`src/rtl/and_filter_n_if.sv`:
```
// Lane inputs, reduction controls and filtered outputs of the AND/OR debounce filter.
// The master drives lanes and controls; the slave (the filter) drives the results.
interface and_filter_n_if #(
    parameter int N = 2
);
    logic [N-1:0] din;
    logic [N-1:0] mask;
    logic         op;
    logic         dout;
    logic         dout_rise;
    logic         dout_fall;
    logic         valid;

    modport master (
        output din, mask, op,
        input  dout, dout_rise, dout_fall, valid
    );

    modport slave (
        input  din, mask, op,
        output dout, dout_rise, dout_fall, valid
    );
endinterface

```
`src/rtl/and_filter_n.sv`:
```
// Synchronises and debounces N asynchronous lanes, then reduces the masked lanes with AND or OR
// into a registered output with edge pulses that are held off until the startup settle time passes.
module and_filter_n #(
    parameter int N           = 2,
    parameter int SYNC_STAGES = 2,
    parameter int FILT_LEN    = 8
) (
    input  logic          clk,
    input  logic          reset_n,
    and_filter_n_if.slave bus
);

    localparam int              CW       = $clog2(FILT_LEN + 1);
    localparam logic [CW-1:0]   CNT_LAST = CW'(FILT_LEN - 1);
    localparam int              START    = SYNC_STAGES + FILT_LEN + 1;
    localparam int              SW       = $clog2(START);
    localparam logic [SW-1:0]   ST_LAST  = SW'(START - 1);

    logic [SYNC_STAGES-1:0] sync_q [N];
    logic [CW-1:0]          cnt_q  [N];
    logic [N-1:0]           stable_q;
    logic [SW-1:0]          st_cnt_q;
    logic                   valid_q;
    logic                   dout_q;
    logic                   rise_q;
    logic                   fall_q;
    logic                   reduced;

    // NOTE: sequential state uses non-blocking assignments so every flop samples pre-edge values.
    always_ff @(posedge clk or negedge reset_n) begin
        if (!reset_n) begin
            for (int i = 0; i < N; i++) begin
                sync_q[i] <= '0;
                cnt_q[i]  <= '0;
            end
            stable_q <= '0;
        end else begin
            for (int i = 0; i < N; i++) begin
                sync_q[i] <= {sync_q[i][SYNC_STAGES-2:0], bus.din[i]};
                // A lane flips only after FILT_LEN consecutive cycles disagreeing with its stable value.
                if (sync_q[i][SYNC_STAGES-1] == stable_q[i]) begin
                    cnt_q[i] <= '0;
                end else if (cnt_q[i] == CNT_LAST) begin
                    stable_q[i] <= sync_q[i][SYNC_STAGES-1];
                    cnt_q[i]    <= '0;
                end else begin
                    cnt_q[i] <= cnt_q[i] + CW'(1);
                end
            end
        end
    end

    // Masked-off lanes become the identity element of the selected reduction.
    always_comb begin
        reduced = bus.op ? |(stable_q & bus.mask) : &(stable_q | ~bus.mask);
    end

    always_ff @(posedge clk or negedge reset_n) begin
        if (!reset_n) begin
            st_cnt_q <= '0;
            valid_q  <= 1'b0;
        end else if (!valid_q) begin
            if (st_cnt_q == ST_LAST) begin
                valid_q <= 1'b1;
            end else begin
                st_cnt_q <= st_cnt_q + SW'(1);
            end
        end
    end

    // Pulses are gated by the pre-edge valid, so the edge that raises valid never pulses.
    always_ff @(posedge clk or negedge reset_n) begin
        if (!reset_n) begin
            dout_q <= 1'b0;
            rise_q <= 1'b0;
            fall_q <= 1'b0;
        end else begin
            dout_q <= reduced;
            rise_q <= valid_q &  reduced & ~dout_q;
            fall_q <= valid_q & ~reduced &  dout_q;
        end
    end

    assign bus.dout      = dout_q;
    assign bus.dout_rise = rise_q;
    assign bus.dout_fall = fall_q;
    assign bus.valid     = valid_q;

endmodule

```
`src/flat_wrapper.sv`:
```
// flat-port wrapper written by rule: the top's interface ports become plain ports
module and_filter_n_flat 
#(
    parameter int N           = 2,
    parameter int SYNC_STAGES = 2,
    parameter int FILT_LEN    = 8
)
  (clk, reset_n, bus_din, bus_mask, bus_op, bus_dout, bus_dout_rise, bus_dout_fall, bus_valid);
  and_filter_n_if #(.N(N)) bus_i ();
  input  logic clk;
  input  logic reset_n;
  input wire logic [$bits(bus_i.din)-1:0] bus_din;
  input wire logic [$bits(bus_i.mask)-1:0] bus_mask;
  input wire logic [$bits(bus_i.op)-1:0] bus_op;
  output wire logic [$bits(bus_i.dout)-1:0] bus_dout;
  output wire logic [$bits(bus_i.dout_rise)-1:0] bus_dout_rise;
  output wire logic [$bits(bus_i.dout_fall)-1:0] bus_dout_fall;
  output wire logic [$bits(bus_i.valid)-1:0] bus_valid;
  assign bus_i.din = bus_din;
  assign bus_i.mask = bus_mask;
  assign bus_i.op = bus_op;
  assign bus_dout = bus_i.dout;
  assign bus_dout_rise = bus_i.dout_rise;
  assign bus_dout_fall = bus_i.dout_fall;
  assign bus_valid = bus_i.valid;
  and_filter_n #(.N(N), .SYNC_STAGES(SYNC_STAGES), .FILT_LEN(FILT_LEN)) u_core (.clk(clk), .reset_n(reset_n), .bus(bus_i));
endmodule
```
`config.mk`:
```
export PLATFORM = sky130hd
export DESIGN_NAME = and_filter_n_flat
export DESIGN_NICKNAME = d
export VERILOG_FILES = /design/src/rtl/and_filter_n_if.sv /design/src/rtl/and_filter_n.sv /design/src/flat_wrapper.sv
export SDC_FILE = /design/constraint.sdc
export NUM_CORES = 1
export LEC_CHECK = 0
export ABC_AREA = 1
export CAP_MARGIN = 15
export CORE_MARGIN = 5
export CORE_UTILIZATION = 53
export CTS_CLUSTER_SIZE = 20
export DETAILED_ROUTE_END_ITERATION = 8
export PLACE_DENSITY = 0.87
export SKIP_LAST_GASP = 1
export SYNTH_ARGS = -nofsm -noshare
export SYNTH_HDL_FRONTEND = slang
export SYNTH_SLANG_ARGS = --single-unit
```
`constraint.sdc`:
```
create_clock -name clk -period 1.4 [get_ports clk]
set_input_delay 0.21 -clock clk [delete_from_list [all_inputs] [get_ports clk]]
set_output_delay 0.21 -clock clk [all_outputs]
set_load 0.005 [all_outputs]
```
## Yosys cells after proc, flatten, opt, wreduce, memory -nomap -nowiden

Index checks and enable logic that the tools add are counted.

| storage, ports and cells | value |
|---|---|
| register bits after elaboration | 22 |
| latch bits | 0 |
| bits in writable memories | 0 |
| bits in read-only memories | 0 |
| bits of input ports | 7 |
| output and inout port bits | 4 |
| word-level logic and storage cells | 44 |
| memories kept | 0 |

| operators by class | value |
|---|---|
| add/subtract/negate cells | 3 |
| $mul | 0 |
| div/mod/pow operators | 0 |
| $lt $le $gt $ge | 0 |
| eq/ne operators | 5 |
| shift operators | 0 |
| mux-type cells | 7 |
| bitwise operators | 13 |
| reductions and logical operators | 5 |

Operators with widths:

| operator | count |
|---|---|
| 4-bit 2-to-1 mux | 4 |
| 4-bit by 1-bit adder with 4-bit output (second input constant) | 3 |
| 4-bit by 3-bit == test with 1-bit output (second input constant) | 2 |
| 2-bit AND reduction | 4 |
| 1-bit NOT | 6 |
| 1-bit bitwise AND | 4 |
| 4-bit == test (second input constant) | 1 |
| 1-bit 2-to-1 mux | 3 |
| 2-bit bitwise AND | 1 |
| 1-bit == test | 2 |
| 2-bit NOT | 1 |
| 2-bit OR | 1 |
| 2-bit OR reduction | 1 |

## Depth between registers and ports, before layout

| logic depth | value |
|---|---|
| depth after elaboration | 7 |
| depth in mapped cells | 7 |

## Worst setup path before layout

No wires, ideal clock.

| timing | value |
|---|---|
| kind | register to register |
| start point | register u_core.st_cnt_q[0] |
| end point | register u_core.st_cnt_q[3] |
| library setup time | 0.116 ns |
| data arrival time | 0.932 ns |
| required time | 1.284 ns |
| path slack | 0.352 ns |
| stages on the path, launching flop included | 8 |
| period minus slack after synthesis | 1.048 ns |
| cell sequence | dfrtp_1 > inv_1 > ha_1 > nand3_2 > nand2_4 > inv_2 > nand2_1 > nand2_1 |

| on the way | value |
|---|---|
| longest elaborated chain between the ends | 3 |
| elaborated cells between the ends (all ways) | 4 |
| those cells by class | add/sub (1); eq/ne (1); bitwise (1); reduce/logical (1) |

Ends and longest elaborated chain:

| item | RTL line | RTL |
|---|---|---|
| start, declared | and_filter_n.sv:22 | `logic [SW-1:0] st_cnt_q;` |
| start signal, assigned | and_filter_n.sv:66 | `st_cnt_q <= st_cnt_q + SW'(1);` |
| parallel branches: the longest is 3 deep, another holds 4-bit by 1-bit adder with 4-bit output | - |  |

Several ways; the timed one is not identified.
A chain may end at the register's enable or synchronous reset.

## Final worst setup path

| timing | value |
|---|---|
| start point | register u_core.valid_q (netlist: u_core.bus.valid) |
| end point | output bus_valid |

RTL lines:

| item | RTL line | RTL |
|---|---|---|
| start, declared | and_filter_n.sv:23 | `logic valid_q;` |
| start signal, assigned | and_filter_n.sv:61 | `valid_q <= 1'b0;` |
| start signal, assigned | and_filter_n.sv:64 | `valid_q <= 1'b1;` |
| end, declared | flat_wrapper.sv:18 | `output wire logic [$bits(bus_i.valid)-1:0] bus_valid;` |

No word-level cell between the ends.

==> flow_summary_export.csv <==
group,metric,value,unit
run,cap_violations,0,
critical_path,cp_max_fo,3,
clock_network,cts.sink_count,22,
critical_path,cp_slowest_stage_delay,0.42,ns
timing,drv_slew,0,
timing,hold_ws,0.250,ns
cells_and_area,fillCellCount,130,
drt,wl,1.59,mm
critical_path,crit_buf_inv,1,
pwr,p_sw,461,uW
timing,finalSetupTns,0,ns
synthesis,yosysWarningCount,0,
pwr,seqPwrFrac,57.9,%
clock_network,cts_hold_buf,0,
critical_path,crit_required,1.19,ns
global_routing,grtUsageTotal,15.3,%
clock_network,clock_latency,0.30,ns
placed_design,port-buffer-count,10,
critical_path,worstPathArrival,1.00,ns
timing,timing.final.hold_violations,0,
clock_network,tritoncts,"yes",
critical_path,critPathCaptureType,"output port",
drt,route.vias.total,691,
die,initial_core_util,55.3,%
pwr,powerDensity,1340,nW/um^2
timing,finClkSkew,0.00325,ns
pwr,pwr-share-clk,18.1,%
critical_path,crit_family,"flip-flops",
cells_and_area,drive_gt1_share,11.8,%
timing,worst_slew_pin_slew,0.262,ns
timing,finalSetupViolCount,0,
placed_design,dp_hpwl,1.23,mm
critical_path,slowest_stage,"dfrtp_1",
synthesis,synthCells,104,
timing,worst_slack,0.189,ns
status,status,"finished, final reports clean",
die,io_pins,11,
clock_network,clk_path_buf_depth,2,
timing,fmax,826,MHz
worst_hold_path,hold_path.class,"in -> async",
die,die_h,52.2,um
pwr,internal_power,1040,uW
cells_and_area,final_common_cell,"nand2_1",
clock_network,clk_pin_slew,0.11,ns
drt,avgRoutedWirePerCell,11.0,um
timing,finalCritPeriodShare,86.5,%
drt,drc_errors,0,
drt,drtPass1Iterations,4,
critical_path,crit_type,"reg -> out",
synthesis,syn-cell-area,945,sq um
global_routing,antenna_found_initial,0,
clock_network,cts_root_buf,"clkbuf_4",
timing,fin_crit,1.21,ns
clock_network,cts_buffers,3,
cells_and_area,syn_to_final_growth,18.5,%
synthesis,synth_fp_nets,115,
critical_path,worstPathCellList,"dlygate4sd2_1",
timing,maxSlewHeadroom,82.5,%
cells_and_area,diodes,0,
placed_design,place_ws,0.265,ns
die,dieArea,2730,sq um
die,num_rows,15,
cells_and_area,layout.nets,132,
synthesis,avgSynthCellArea,9.08,sq um
cells_and_area,final_cell_mix,"34 x nand2_1, 22 x dfrtp_1, 9 x nor2_1, 9 x inv_1",
drt,viasPerCell,4.80,
die,core-area,1710,sq um
global_routing,grt-ovfl-total,0,
pwr,p_comb_share,24.0,%
synthesis,yosysSeqAreaShare,58.3,%
die,fp.dieW,52.2,um
critical_path,critPathLaunchType,"flip-flop",
synthesis,synth-seq-cells,22,
global_routing,grt_max_degree,23,
drt,first_iter_violations,4,
timing,rsz0062_at_grt,"no",
drt,ant_nets,0,
clock_network,h-tree-depth,1,
pwr,ir_drop,941,uV
placed_design,place_congestion,0.714,
pwr,power.leakage,0.000639,uW
global_routing,grt_pass1_vias,760,
pwr,p_sw_share,30.8,%
synthesis,yosys.cell_types.count,17,
global_routing,grt_pass1_wl,3.06,mm
==> routing by layer <==
layer	track usage [%]	routed length, um	up-vias
li1	-	-	355
met1	17.0	650	323
met2	27.6	859	9
met3	3.13	49	4
met4	7.66	29	0
met5	0	0	-
==> final timing paths <==
| kind | startpoint | to | slack (ns) | depth (start not counted) |
|---|---|---|---|---|
| worst max-delay path | u_core.bus.valid | bus_valid | 0.19 | 1 |
| worst min-delay path | reset_n | u_core.st_cnt_q[1] | 0.25 | 2 |
| worst max register to register | u_core.st_cnt_q[0] | u_core.st_cnt_q[3] | 0.26 | 7 |
| worst min register to register | u_core.sync_q[2] | u_core.sync_q[3] | 0.36 | 0 |
| max in group asynchronous | reset_n | u_core.cnt_q[5] | 0.94 | 2 |
| min in group clk | bus_din[0] | u_core.sync_q[2] | 0.35 | 1 |
==> metrics by stage <==
stage	cell area (sq um)	std cells	util, %	total power (uW)
6_report	1120	144	65.6	1500
4_1_cts	1110	144	65.1	1530
3_5_place_dp	1080	140	63.4	1240
5_1_grt	1120	144	65.6	1640
3_3_place_gp	1080	140	63.4	1220
2_1_floorplan	945	104	-	1080
==> final cells by class <==
type	count	area, sq um	area share, %
tap	25	31.3	2.79
multi-input combinational	67	338	30.2
inverter	15	56.3	5.03
clock buffer	3	22.5	2.01
timing repair buffer	12	121	10.8
sequential	22	551	49.2
==> cell families after synthesis <==
group	after synthesis	synth area share [%]
xor+xnor	1	0.927
compound gates	5	3.05
buf+inv	15	5.96
flops	22	58.3
simple gates	57	26.5
fa+ha+maj	4	5.30
==> power groups by stage <==
stage	Sequential, uW	Combinational, uW	Clock, uW
final	867	360	271
after global routing	889	433	315
after CTS	866	378	282
after detailed placement	883	359	0
after global placement	872	343	0
after floorplan	861	222	0
==> cells in the mapped netlist, drive strengths merged <==
master  instances  area (sq um)
ha              4          50.1
a21oi           1          5.00
o21ai           4          23.8
nand3b          1          7.51
nor3            2          10.0
or2             1          6.26
nand2          35           139
nor2            9          33.8
xnor2           1          8.76
dfrtp          22           551
inv            15          56.3
nand4           3          18.8
nand3           6          35.0
==> registers in the layout, indices dropped and copies added, names as in the netlist <==
register / cells
u_core.st_cnt_q: 4
u_core.cnt_q: 8
u_core.bus.valid: 1
u_core.stable_q: 2
u_core.bus.dout: 1
u_core.sync_q: 4
u_core.bus.dout_rise: 1
u_core.bus.dout_fall: 1
==> repair_timing <==
action                                  4_1_cts  5_1_grt
gates resized for setup                       1        3
pin swaps                                     0        0
endpoints found under the setup margin        2        3
buffers inserted                              1        0
Note: power is estimated with default switching activity, not from simulation.
